--- config.mk ---
export PLATFORM = sky130hd
export DESIGN_NAME = key_event_encoder_flat
export DESIGN_NICKNAME = d
export VERILOG_FILES = /design/src/rtl/ps2_key_pkg.sv /design/src/rtl/key_event_encoder_if.sv /design/src/rtl/key_input_sync.sv /design/src/rtl/key_event_encoder.sv /design/src/flat_wrapper.sv
export SDC_FILE = /design/constraint.sdc
export NUM_CORES = 1
export LEC_CHECK = 0
export ABC_AREA = 1
export CAP_MARGIN = 30
export CORE_UTILIZATION = 37
export CTS_CLUSTER_DIAMETER = 150
export DETAILED_ROUTE_END_ITERATION = 12
export PLACE_DENSITY = 0.56
export SETUP_SLACK_MARGIN = 0.5
export SLEW_MARGIN = 20
export SYNTH_ARGS = -nofsm -noshare
export SYNTH_HDL_FRONTEND = slang
export SYNTH_SLANG_ARGS = --single-unit
--- constraint.sdc ---
create_clock -name polling_clk -period 2.75 [get_ports polling_clk]
set_input_delay 0.6875 -clock polling_clk [delete_from_list [all_inputs] [get_ports polling_clk]]
set_output_delay 0.6875 -clock polling_clk [all_outputs]
set_load 0.01 [all_outputs]
--- src/rtl/ps2_key_pkg.sv ---
// Shared key-message definitions: release code, key count default,
// encoder FSM states and the one-hot key code helper.
package ps2_key_pkg;

  localparam logic [7:0] RELEASE_CODE = 8'h80;
  localparam int         NUM_KEYS_DEF = 7;

  typedef enum logic [2:0] {
    IDLE,
    SEND_PRESS,
    SEND_BREAK,
    GAP_REL,
    SEND_REL_KEY,
    GAP
  } enc_state_t;

  function automatic logic [7:0] key_code(
    input logic [2:0] idx
  );
    return 8'h01 << idx;
  endfunction

endpackage

--- src/rtl/key_event_encoder_if.sv ---
// Key-message link: 8-bit code, valid strobe, ready.
// master drives code/valid and samples ready; slave is the receiver.
interface key_event_encoder_if;

  logic [7:0] key_encoding;
  logic       new_ps2_msg;
  logic       msg_ready;

  modport master (
    output key_encoding,
    output new_ps2_msg,
    input  msg_ready
  );

  modport slave (
    input  key_encoding,
    input  new_ps2_msg,
    output msg_ready
  );

endinterface

--- src/rtl/key_input_sync.sv ---
// WIDTH-bit x STAGES-deep synchronizer for asynchronous button levels.
// Ports: clk, reset_n (sync, active low), raw in, synced out.
module key_input_sync #(
  parameter int WIDTH  = 7,
  parameter int STAGES = 2
) (
  input  logic             clk,
  input  logic             reset_n,
  input  logic [WIDTH-1:0] raw,
  output logic [WIDTH-1:0] synced
);

  logic [STAGES-1:0][WIDTH-1:0] chain;

  always_ff @(posedge clk) begin
    if (!reset_n) begin
      chain <= '0;
    end else begin
      chain[0] <= raw;
      for (int i = 1; i < STAGES; i++) begin
        chain[i] <= chain[i-1];
      end
    end
  end

  assign synced = chain[STAGES-1];

endmodule

--- src/rtl/key_event_encoder.sv ---
// Turns button levels into press / release(0x80 + key) messages.
// Ports: polling_clk, reset_n, is_key_pressed, link (master), busy, reported_keys.
module key_event_encoder
  import ps2_key_pkg::*;
#(
  parameter int NUM_KEYS    = NUM_KEYS_DEF,
  parameter int MSG_GAP     = 4,
  parameter int SYNC_STAGES = 2
) (
  input  logic                polling_clk,
  input  logic                reset_n,
  input  logic [NUM_KEYS-1:0] is_key_pressed,
  key_event_encoder_if.master link,
  output logic                busy,
  output logic [NUM_KEYS-1:0] reported_keys
);

  localparam int GW = (MSG_GAP > 1) ? $clog2(MSG_GAP) : 1;

  logic [NUM_KEYS-1:0] sync_keys;
  logic [NUM_KEYS-1:0] press_pend;
  logic [NUM_KEYS-1:0] rel_pend;
  logic [NUM_KEYS-1:0] sel_mask;
  logic [2:0]          press_idx;
  logic [2:0]          rel_idx;
  logic [2:0]          sel_idx;
  logic [GW-1:0]       gap_cnt;
  logic                gap_last;
  logic [7:0]          enc_q;
  logic                vld_q;
  enc_state_t          state;

  key_input_sync #(
    .WIDTH  (NUM_KEYS),
    .STAGES (SYNC_STAGES)
  ) u_sync (
    .clk     (polling_clk),
    .reset_n (reset_n),
    .raw     (is_key_pressed),
    .synced  (sync_keys)
  );

  assign press_pend = sync_keys & ~reported_keys;
  assign rel_pend   = ~sync_keys & reported_keys;

  // descending scan so the lowest pending index is left standing
  always_comb begin
    press_idx = '0;
    rel_idx   = '0;
    for (int i = NUM_KEYS - 1; i >= 0; i--) begin
      if (press_pend[i]) press_idx = 3'(i);
      if (rel_pend[i])   rel_idx   = 3'(i);
    end
  end

  assign sel_mask = NUM_KEYS'(key_code(sel_idx));
  assign gap_last = (gap_cnt == GW'(MSG_GAP - 1));

  always_ff @(posedge polling_clk) begin
    if (!reset_n) begin
      state         <= IDLE;
      sel_idx       <= '0;
      gap_cnt       <= '0;
      reported_keys <= '0;
      vld_q         <= 1'b0;
      enc_q         <= '0;
    end else begin
      unique case (state)
        IDLE: begin
          if (|rel_pend) begin
            state   <= SEND_BREAK;
            sel_idx <= rel_idx;
            vld_q   <= 1'b1;
            enc_q   <= RELEASE_CODE;
          end else if (|press_pend) begin
            state   <= SEND_PRESS;
            sel_idx <= press_idx;
            vld_q   <= 1'b1;
            enc_q   <= key_code(press_idx);
          end
        end
        SEND_PRESS: begin
          if (link.msg_ready) begin
            reported_keys <= reported_keys | sel_mask;
            vld_q         <= 1'b0;
            enc_q         <= '0;
            gap_cnt       <= '0;
            state         <= GAP;
          end
        end
        SEND_BREAK: begin
          if (link.msg_ready) begin
            vld_q   <= 1'b0;
            enc_q   <= '0;
            gap_cnt <= '0;
            state   <= GAP_REL;
          end
        end
        // sel_idx is frozen here: the key byte must match the break
        GAP_REL: begin
          if (gap_last) begin
            state <= SEND_REL_KEY;
            vld_q <= 1'b1;
            enc_q <= key_code(sel_idx);
          end else begin
            gap_cnt <= gap_cnt + 1'b1;
          end
        end
        SEND_REL_KEY: begin
          if (link.msg_ready) begin
            reported_keys <= reported_keys & ~sel_mask;
            vld_q         <= 1'b0;
            enc_q         <= '0;
            gap_cnt       <= '0;
            state         <= GAP;
          end
        end
        GAP: begin
          if (gap_last) begin
            state <= IDLE;
          end else begin
            gap_cnt <= gap_cnt + 1'b1;
          end
        end
        default: state <= IDLE;
      endcase
    end
  end

  assign link.new_ps2_msg  = vld_q;
  assign link.key_encoding = enc_q;
  assign busy              = (state != IDLE);

endmodule

--- src/flat_wrapper.sv ---
// flat-port wrapper written by rule: the top's interface ports become plain ports
module key_event_encoder_flat import ps2_key_pkg::*;
#(
  parameter int NUM_KEYS    = NUM_KEYS_DEF,
  parameter int MSG_GAP     = 4,
  parameter int SYNC_STAGES = 2
)
  (polling_clk, reset_n, is_key_pressed, busy, reported_keys, link_key_encoding, link_new_ps2_msg, link_msg_ready);
  key_event_encoder_if link_i ();
  input  logic polling_clk;
  input  logic reset_n;
  input  logic [NUM_KEYS-1:0] is_key_pressed;
  output logic busy;
  output logic [NUM_KEYS-1:0] reported_keys;
  output wire logic [$bits(link_i.key_encoding)-1:0] link_key_encoding;
  output wire logic [$bits(link_i.new_ps2_msg)-1:0] link_new_ps2_msg;
  input wire logic [$bits(link_i.msg_ready)-1:0] link_msg_ready;
  assign link_key_encoding = link_i.key_encoding;
  assign link_new_ps2_msg = link_i.new_ps2_msg;
  assign link_i.msg_ready = link_msg_ready;
  key_event_encoder #(.NUM_KEYS(NUM_KEYS), .MSG_GAP(MSG_GAP), .SYNC_STAGES(SYNC_STAGES)) u_core (.polling_clk(polling_clk), .reset_n(reset_n), .is_key_pressed(is_key_pressed), .link(link_i), .busy(busy), .reported_keys(reported_keys));
endmodule
-- Word-level counts from Yosys, hierarchy flattened
Cells that the tools add are included.
- bitwise gates (word level): 7
- mux-type cells: 39
- shift operators: 2
- reductions and logical operators: 16
- add/sub/neg operators: 1
- eq/ne operators: 15
- operators by type and width (kind ; number):
    $mux W3 ; 22
    $mux W8 ; 4
    $pmux W8 S3 ; 1
    $and A7 B7 Y7 ; 3
    $not A7 Y7 ; 3
    $shl A1 B3 Y8 const A ; 2
    $pmux W3 S5 ; 1
    $mux W7 ; 2
    $pmux W7 S2 ; 1
    $reduce_or A7 Y1 ; 2
    $ne A2 B1 Y1 const B ; 4
    $ne A2 B2 Y1 const B ; 4
    $or A7 B7 Y7 ; 1
    $eq A3 B2 Y1 const B ; 2
    $eq A3 B3 Y1 const B ; 2
    $reduce_and A3 Y1 ; 2
    $reduce_bool A2 Y1 ; 3
    $reduce_bool A3 Y1 ; 2
    $reduce_and A5 Y1 ; 1
    $mux W1 ; 4
    $mux W2 ; 2
    $pmux W2 S2 ; 1
    $reduce_and A4 Y1 ; 1
    $reduce_or A2 Y1 ; 2
    other kinds (8) ; 8
- flip-flop bits (word level): 38
- logic and storage cells: 88

-- Depth between registers and ports, before layout
Gate-level depths: netlist of run 1.
- depth in word-level cells: 13
- depth in mapped cells: 12
- mapped depth without buffers: 12

-- By module
A second synthesis of run 1 with hierarchy kept.
- cell total of the unflattened synthesis: 320
- area, all modules: 2113.3 um^2
- modules (own cells, without submodules) (module ; instances ; cells each ; area each (um^2) ; seq. area each (um^2)):
    key_event_encoder ; 1 ; 270 ; 1664.1 ; 480.5
    key_input_sync ; 1 ; 50 ; 449.2 ; 280.3

-- Worst setup path after synthesis of run 1
Ideal clock, no wire load.
- kind: input to register
- start point: in link_msg_ready
- end point: reg u_core.enc_q[3], in the netlist u_core.link.key_encoding[3]
- slack: 1.264 ns
- arrival time: 1.374 ns
- library setup time: 0.113 ns
- stages on the path: 6
- required time: 2.637 ns
- cells stage by stage: inv_1 a21oi_4 nand3_4 buf_6 nor2_1 nor2_1
- longest elaborated chain between the ends: 2
- ends and longest elaborated chain (element ; line ; RTL):
    start, declared ; flat_wrapper.sv:17 ; input wire logic [$bits(link_i.msg_ready)-1:0] link_msg_ready;
    $ne A2 B1 Y1 (no source line) ; -- ;
    $reduce_and A4 Y1 (no source line) ; -- ;
    end signal, assigned ; key_event_encoder.sv:79 ; enc_q <= key_code(press_idx);
    end signal, assigned ; key_event_encoder.sv:104 ; enc_q <= key_code(sel_idx);
    end, declared ; key_event_encoder.sv:29 ; logic [7:0] enc_q;
No other way between the ends.
A chain may end at the register's enable or synchronous reset.

==> results of run 1 <==
[power by group]
| part | leakage (nW) | switching (mW) | internal [mW] |
|---|---|---|---|
| clock | 0.0683 | 0.206 | 0.363 |
| sequential | 0.313 | 0.0880 | 0.665 |
| combinational | 0.809 | 0.628 | 0.404 |
| total | 1.19 | 0.922 | 1.43 |
[worst max-delay path by stage]
stage | to | cells past startpoint
final | reported_keys[2] | 1
after global routing | flip-flop | 6
after CTS | busy | 3
after detailed placement | flip-flop | 6
after global placement | flip-flop | 6
after floorplan | u_core.link.key_encoding[3] | 6
[per-stage QoR]
stage | area, um2 | setup slack [ns]
5_1_grt | 2420 | 0.709
3_3_place_gp | 2280 | 0.575
3_5_place_dp | 2280 | 0.566
4_1_cts | 2420 | 0.546
6_report | 2420 | 0.851
2_1_floorplan | 1950 | 1.26
[cell usage after synthesis]
library cell / number / share of area (%)
nand4_1: 8 / 2.6
a21oi_4: 1 / 0.83
o21ai_0: 15 / 3.8
nand2_1: 92 / 18
nor2_2: 1 / 0.32
nand3_4: 2 / 1.8
inv_2: 2 / 0.38
inv_1: 52 / 10
o21bai_1: 1 / 0.38
or2_2: 1 / 0.32
nor3_1: 8 / 2.1
nand2_2: 5 / 1.6
nor2_1: 42 / 8.1
ha_1: 1 / 0.64
clkbuf_1: 2 / 0.38
dfxtp_1: 38 / 39
o2bb2ai_1: 1 / 0.45
buf_2: 2 / 0.51
buf_6: 1 / 0.58
a21oi_1: 13 / 3.3
nand3_1: 16 / 4.1
nand3b_1: 1 / 0.38
a21boi_0: 2 / 0.77
[cell type report]
type                       count  area, um2  area share, %
timing repair buffer          27        270           11.2
clock inverter                 3       68.8           2.84
inverter                      54        203           8.38
tap                           70       87.6           3.62
clock buffer                   5       68.8           2.84
multi-input combinational    210        960           39.7
sequential                    38        762           31.5
[worst register-to-register path, cell delays in order (launching register included)]
cell     delay (ns)
dfxtp_2        0.35
nor2_2         0.16
nand2_2        0.18
nand2_1        0.11
inv_1          0.05
nor2_1         0.41
nand2_1        0.15
o21ai_0        0.17
a21oi_1        0.05
[cell families after synthesis]
group / after synthesis / share of synthesized area, %
AND/OR/NAND/NOR: 176 / 38.9
buffers and inverters: 59 / 11.9
flip-flops: 38 / 39.0
AO/OA/AOI/OAI: 33 / 9.62
adder cells (fa/ha/maj): 1 / 0.641
[timing repair]
item / 4_1_cts / 5_1_grt
setup endpoints to repair: 0 / 1
buffers inserted: 0 / 0
gates resized for setup: 0 / 2
[per-layer routing]
metal	GRT usage, %	up-vias
met5	0	-
met4	5.03	0
met3	3.21	2
met2	28.5	20
met1	24.5	782
li1	-	1003
[placed cells by master (no fill, tap or decap)]
| cell | n |
|---|---|
| a21boi_0 | 2 |
| nor2_1 | 42 |
| bufinv_16 | 2 |
| ha_1 | 1 |
| inv_1 | 52 |
| nand2_1 | 92 |
| buf_4 | 1 |
| dfxtp_1 | 37 |
| nand4_1 | 8 |
| clkbuf_8 | 5 |
| a21oi_4 | 1 |
| a21oi_1 | 13 |
| nand3_4 | 2 |
| nor3_1 | 8 |
| nand2_2 | 5 |
| inv_2 | 2 |
| nor2_2 | 1 |
| nand3b_1 | 1 |
| dfxtp_2 | 1 |
| dlymetal6s2s_1 | 1 |
| o21bai_1 | 1 |
| o2bb2ai_1 | 1 |
| nand3_1 | 16 |
| or2_2 | 1 |
| o21ai_0 | 15 |
| clkdlybuf4s50_1 | 25 |
| clkinv_4 | 1 |
==> reports/results.ini, run 1 <==
[worst_setup_path]
cpPeakStageDelay_ns=0.56
r2r_cells=8
cp-start-kind=flip-flop
critPathMaxFanout=3
path_cells=clkdlybuf4s50_1
rr_startpoint=u_core.state[0]
crit_family=buffers and inverters
cp_slowest_cell=clkdlybuf4s50_1
required_ns=2.06
arrival_ns=1.21
critical_path_class=flip-flop to primary output
path_buf_inv=1
end_kind=primary output
r2r_slack_ns=1.01

[placement]
io_buffers=26
dpl.hpwl_mm=3.24
post-place-cells=399
globalplace.congestion=0.803

[pwr]
leakage_nw=1.19
ir_drop_uv=382
powerDensity_mw_per_mm2=973
total_power_mw=2.36

[clock_tree]
cts_root_buf=clkbuf_8
h-tree-depth=2
ctsHoldBuffers=0
cts.reportedPaths.clkPinSlew_ns=0.08
clk_latency_ns=0.29
cts_made_buffers=5
cts_num_sinks=38
tritoncts=done
cts_buffer_depth=2

[sta]
hold_viol_final=0
maxSlewViolCount=0
fin_crit_ns=1.90
fmax_ghz=0.527
tightest_slew_ns=0.532
rsz0062_at_grt=no
setup_viol=0
clock_skew_ns=0.00516
fin_crit_sh_pct=69.1
slew_headroom_pct=64.4
hold_ws_ns=0.414
fin_setup_tns_ns=0

[grt]
grtUsageTotal_pct=17.8
grt_pass1_wl_mm=7.58
grt_overflow=0
grt_pass1_vias=1659
grt_antenna_before_repair=0
grt_max_degree=36

[routing]
first_iter_violations=111
route.met2.wl_mm=1.97
routed_wl_mm=4.28
wl_per_cell_um=10.5
drt-pass1-iter-count=4
viasPerCell=4.44
vias=1807
route.detailed.drc=0
wl_met1_mm=2.19
top_layer_used=met4
dr_wl_met3_um=98
ant_nets=0

[die]
fp-row-count=26
core_mm2=0.00511
dieArea_mm2=0.00557
die_h_um=74.6
die_x_um=74.6
start_util_pct=38.2
io_pins=27

[synth]
ys_ff_latch=38
syn_nets=318
syn_area_per_cell_um2=6.36
synth_cell_types=23
ys_seq_area_share_pct=39.0
netlist_instances=307
synthesis.area_mm2=0.00195
yosys_warnings=0

[hold_path]
hp-class=flip-flop to flip-flop
hold-path-endpoint=u_core.u_sync.synced[5]
whs_path_depth=2
holdCritStartpoint=u_core.u_sync.chain[5]

[flow_run]
drv_cap=0

[cells_and_area]
final_cells=407
layout.nets=347
fill_cells=540
layout-drive-gt1-share_pct=6.53
area_growth_pct=24.0
final_util_pct=47.4
num_antenna_cells=0

[status]
status=finished, final reports clean

Note: power is estimated with default switching activity, not from simulation.
==> inputs of run 2 (changes only) <==
clock period = 1.98 ns   (was 2.75 ns; I/O delays follow)
==> reports/results.ini, run 2 (synthesis gave the netlist of run 1 again) <==
[status]
status=finished, final reports clean  ; unchanged

[die]
dieArea_mm2=0.00557  ; unchanged
start_util_pct=38.2  ; unchanged
io_pins=27  ; unchanged
fp-row-count=26  ; unchanged
die_h_um=74.6  ; unchanged
die_x_um=74.6  ; unchanged
core_mm2=0.00511  ; unchanged

[cells_and_area]
layout-drive-gt1-share_pct=19.8  ; was 6.53%
area_growth_pct=35.6  ; was 24.0%
num_antenna_cells=0  ; unchanged
final_common_cell=nand2_1  ; unchanged
fill_cells=534  ; was 540
layout.nets=359  ; was 347
mostFrequentLayoutCells=80 x nand2_1, 48 x inv_1, 37 x nor2_1  ; was 92 x nand2_1, 52 x inv_1, 42 x nor2_1

[clock_tree]
cts_made_buffers=5  ; unchanged
cts.reportedPaths.clkPinSlew_ns=0.08  ; about the same
tritoncts=done  ; unchanged
cts_buffer_depth=2  ; unchanged
h-tree-depth=2  ; unchanged
cts_num_sinks=38  ; unchanged
clk_latency_ns=0.30  ; was 0.29 ns
cts_root_buf=clkbuf_8  ; unchanged

[routing]
vias=1926  ; was 1807
drt-pass1-iter-count=4  ; unchanged
routed_wl_mm=4.68  ; was 4.28 mm
route.detailed.drc=0  ; unchanged
ant_nets=0  ; unchanged
wl_per_cell_um=11.2  ; was 10.5 um
viasPerCell=4.60  ; was 4.44
first_iter_violations=105  ; was 111

[worst_setup_path]
crit_family=flip-flops  ; was buffers and inverters
required_ns=1.48  ; was 2.06 ns
cpPeakStageDelay_ns=0.37  ; was 0.56 ns
path_cells=nor2_4, nand2_4, buf_6  ; was clkdlybuf4s50_1
path_buf_inv=1  ; unchanged
arrival_ns=1.04  ; was 1.21 ns
cp-start-kind=flip-flop  ; unchanged
cp_slowest_cell=dfxtp_4  ; was clkdlybuf4s50_1
end_kind=primary output  ; unchanged
critPathMaxFanout=4  ; was 3
critical_path_class=flip-flop to primary output  ; unchanged

[sta]
clock_skew_ns=0.00669  ; was 0.00516 ns
fmax_ghz=0.650
fin_setup_tns_ns=0  ; unchanged
finalWorstSetupSlack_ns=0.442  ; was 0.851 ns
rsz0062_at_grt=yes  ; was no
fin_crit_ns=1.54
fin_crit_sh_pct=77.7
slew_headroom_pct=78.1  ; was 64.4%
tightest_slew_ns=0.326  ; was 0.532 ns
setup_viol=0  ; unchanged
maxSlewViolCount=0  ; unchanged
hold_viol_final=0  ; unchanged

[hold_path]
hp-class=flip-flop to flip-flop  ; unchanged

[grt]
grtUsageTotal_pct=17.6  ; was 17.8%
grt_pass1_vias=1629  ; was 1659
grt_max_degree=36  ; unchanged
grt_pass1_wl_mm=7.27  ; was 7.58 mm
grt_antenna_before_repair=0  ; unchanged
grt_overflow=0  ; unchanged

[pwr]
powerDensity_mw_per_mm2=1370  ; was 973 mW/mm2
ir_drop_uv=596  ; was 382 uV
leakage_nw=1.36  ; was 1.19 nW

[placement]
dpl.hpwl_mm=3.17  ; was 3.24 mm
globalplace.congestion=0.838  ; was 0.803
place_ws_ns=0.160  ; was 0.566 ns
io_buffers=26  ; unchanged

[flow_run]
drv_cap=0  ; unchanged

-- run 2: what timing repair did --
| action | CTS | global route |
|---|---|---|
| setup endpoints to repair | 39 | 26 |
| hold buffers | 0 | 0 |
| cloned | 1 | 0 |
| pin swaps | 3 | 10 |
| resized for setup | 32 | 41 |
| buffers inserted | 2 | 8 |
-- run 2: final timing paths --
path / start / endpoint / slack (ns) / cells after the start
worst max register to register: u_core.state[2] / u_core.link.key_encoding[0] / 0.49 / 8
worst max-delay path: u_core.state[1] / busy / 0.44 / 3
worst min-delay path: u_core.u_sync.chain[0] / u_core.u_sync.synced[0] / 0.41 / 2
worst min register to register: u_core.u_sync.chain[0] / u_core.u_sync.synced[0] / 0.41 / 2
-- run 2: metal layers --
layer	wire length, um	track usage (%)	part of all wire [%]
met1	2260	24.1	48
met2	2150	26.0	46
met3	186	4.69	4.0
met4	82	7.34	1.8
met5	0	0	0
-- run 2: area by class of cell --
cell class	count	area [um2]	share of cell area, %
inverter	54	203	7.66
timing repair buffer	38	344	13.0
tap	70	87.6	3.31
multi-input combinational	211	1090	41.3
sequential	38	777	29.4
clock buffer	6	82.6	3.12
clock inverter	2	60.1	2.27
-- run 2: through the flow --
stage / hold WS, ns / total power, mW / instances / cell area, um2 / util [%]
floorplan: 0.390 / 2.09 / 307 / 1950 / -
global placement: 0.393 / 2.51 / 400 / 2300 / 45.0
detailed placement: 0.396 / 2.51 / 400 / 2300 / 45.0
CTS: 0.413 / 3.39 / 411 / 2490 / 48.8
global route: 0.424 / 3.92 / 419 / 2650 / 51.8
finish: 0.412 / 3.64 / 419 / 2650 / 51.8
-- run 2: tightest hold or removal path, delay by kind of cell, from the launching register on --
kind,cells,cell delay [ns]
and+or+nand+nor,1,0.05
buffers and inverters,1,0.03
DFF,1,0.30
-- run 2: power by group --
group / internal [mW] / total (mW) / switching, mW / leakage (nW)
Sequential: 0.931 / 1.07 / 0.134 / 0.317
Clock: 0.538 / 0.830 / 0.293 / 0.0714
Combinational: 0.713 / 1.74 / 1.03 / 0.970
Total: 2.18 / 3.64 / 1.45 / 1.36
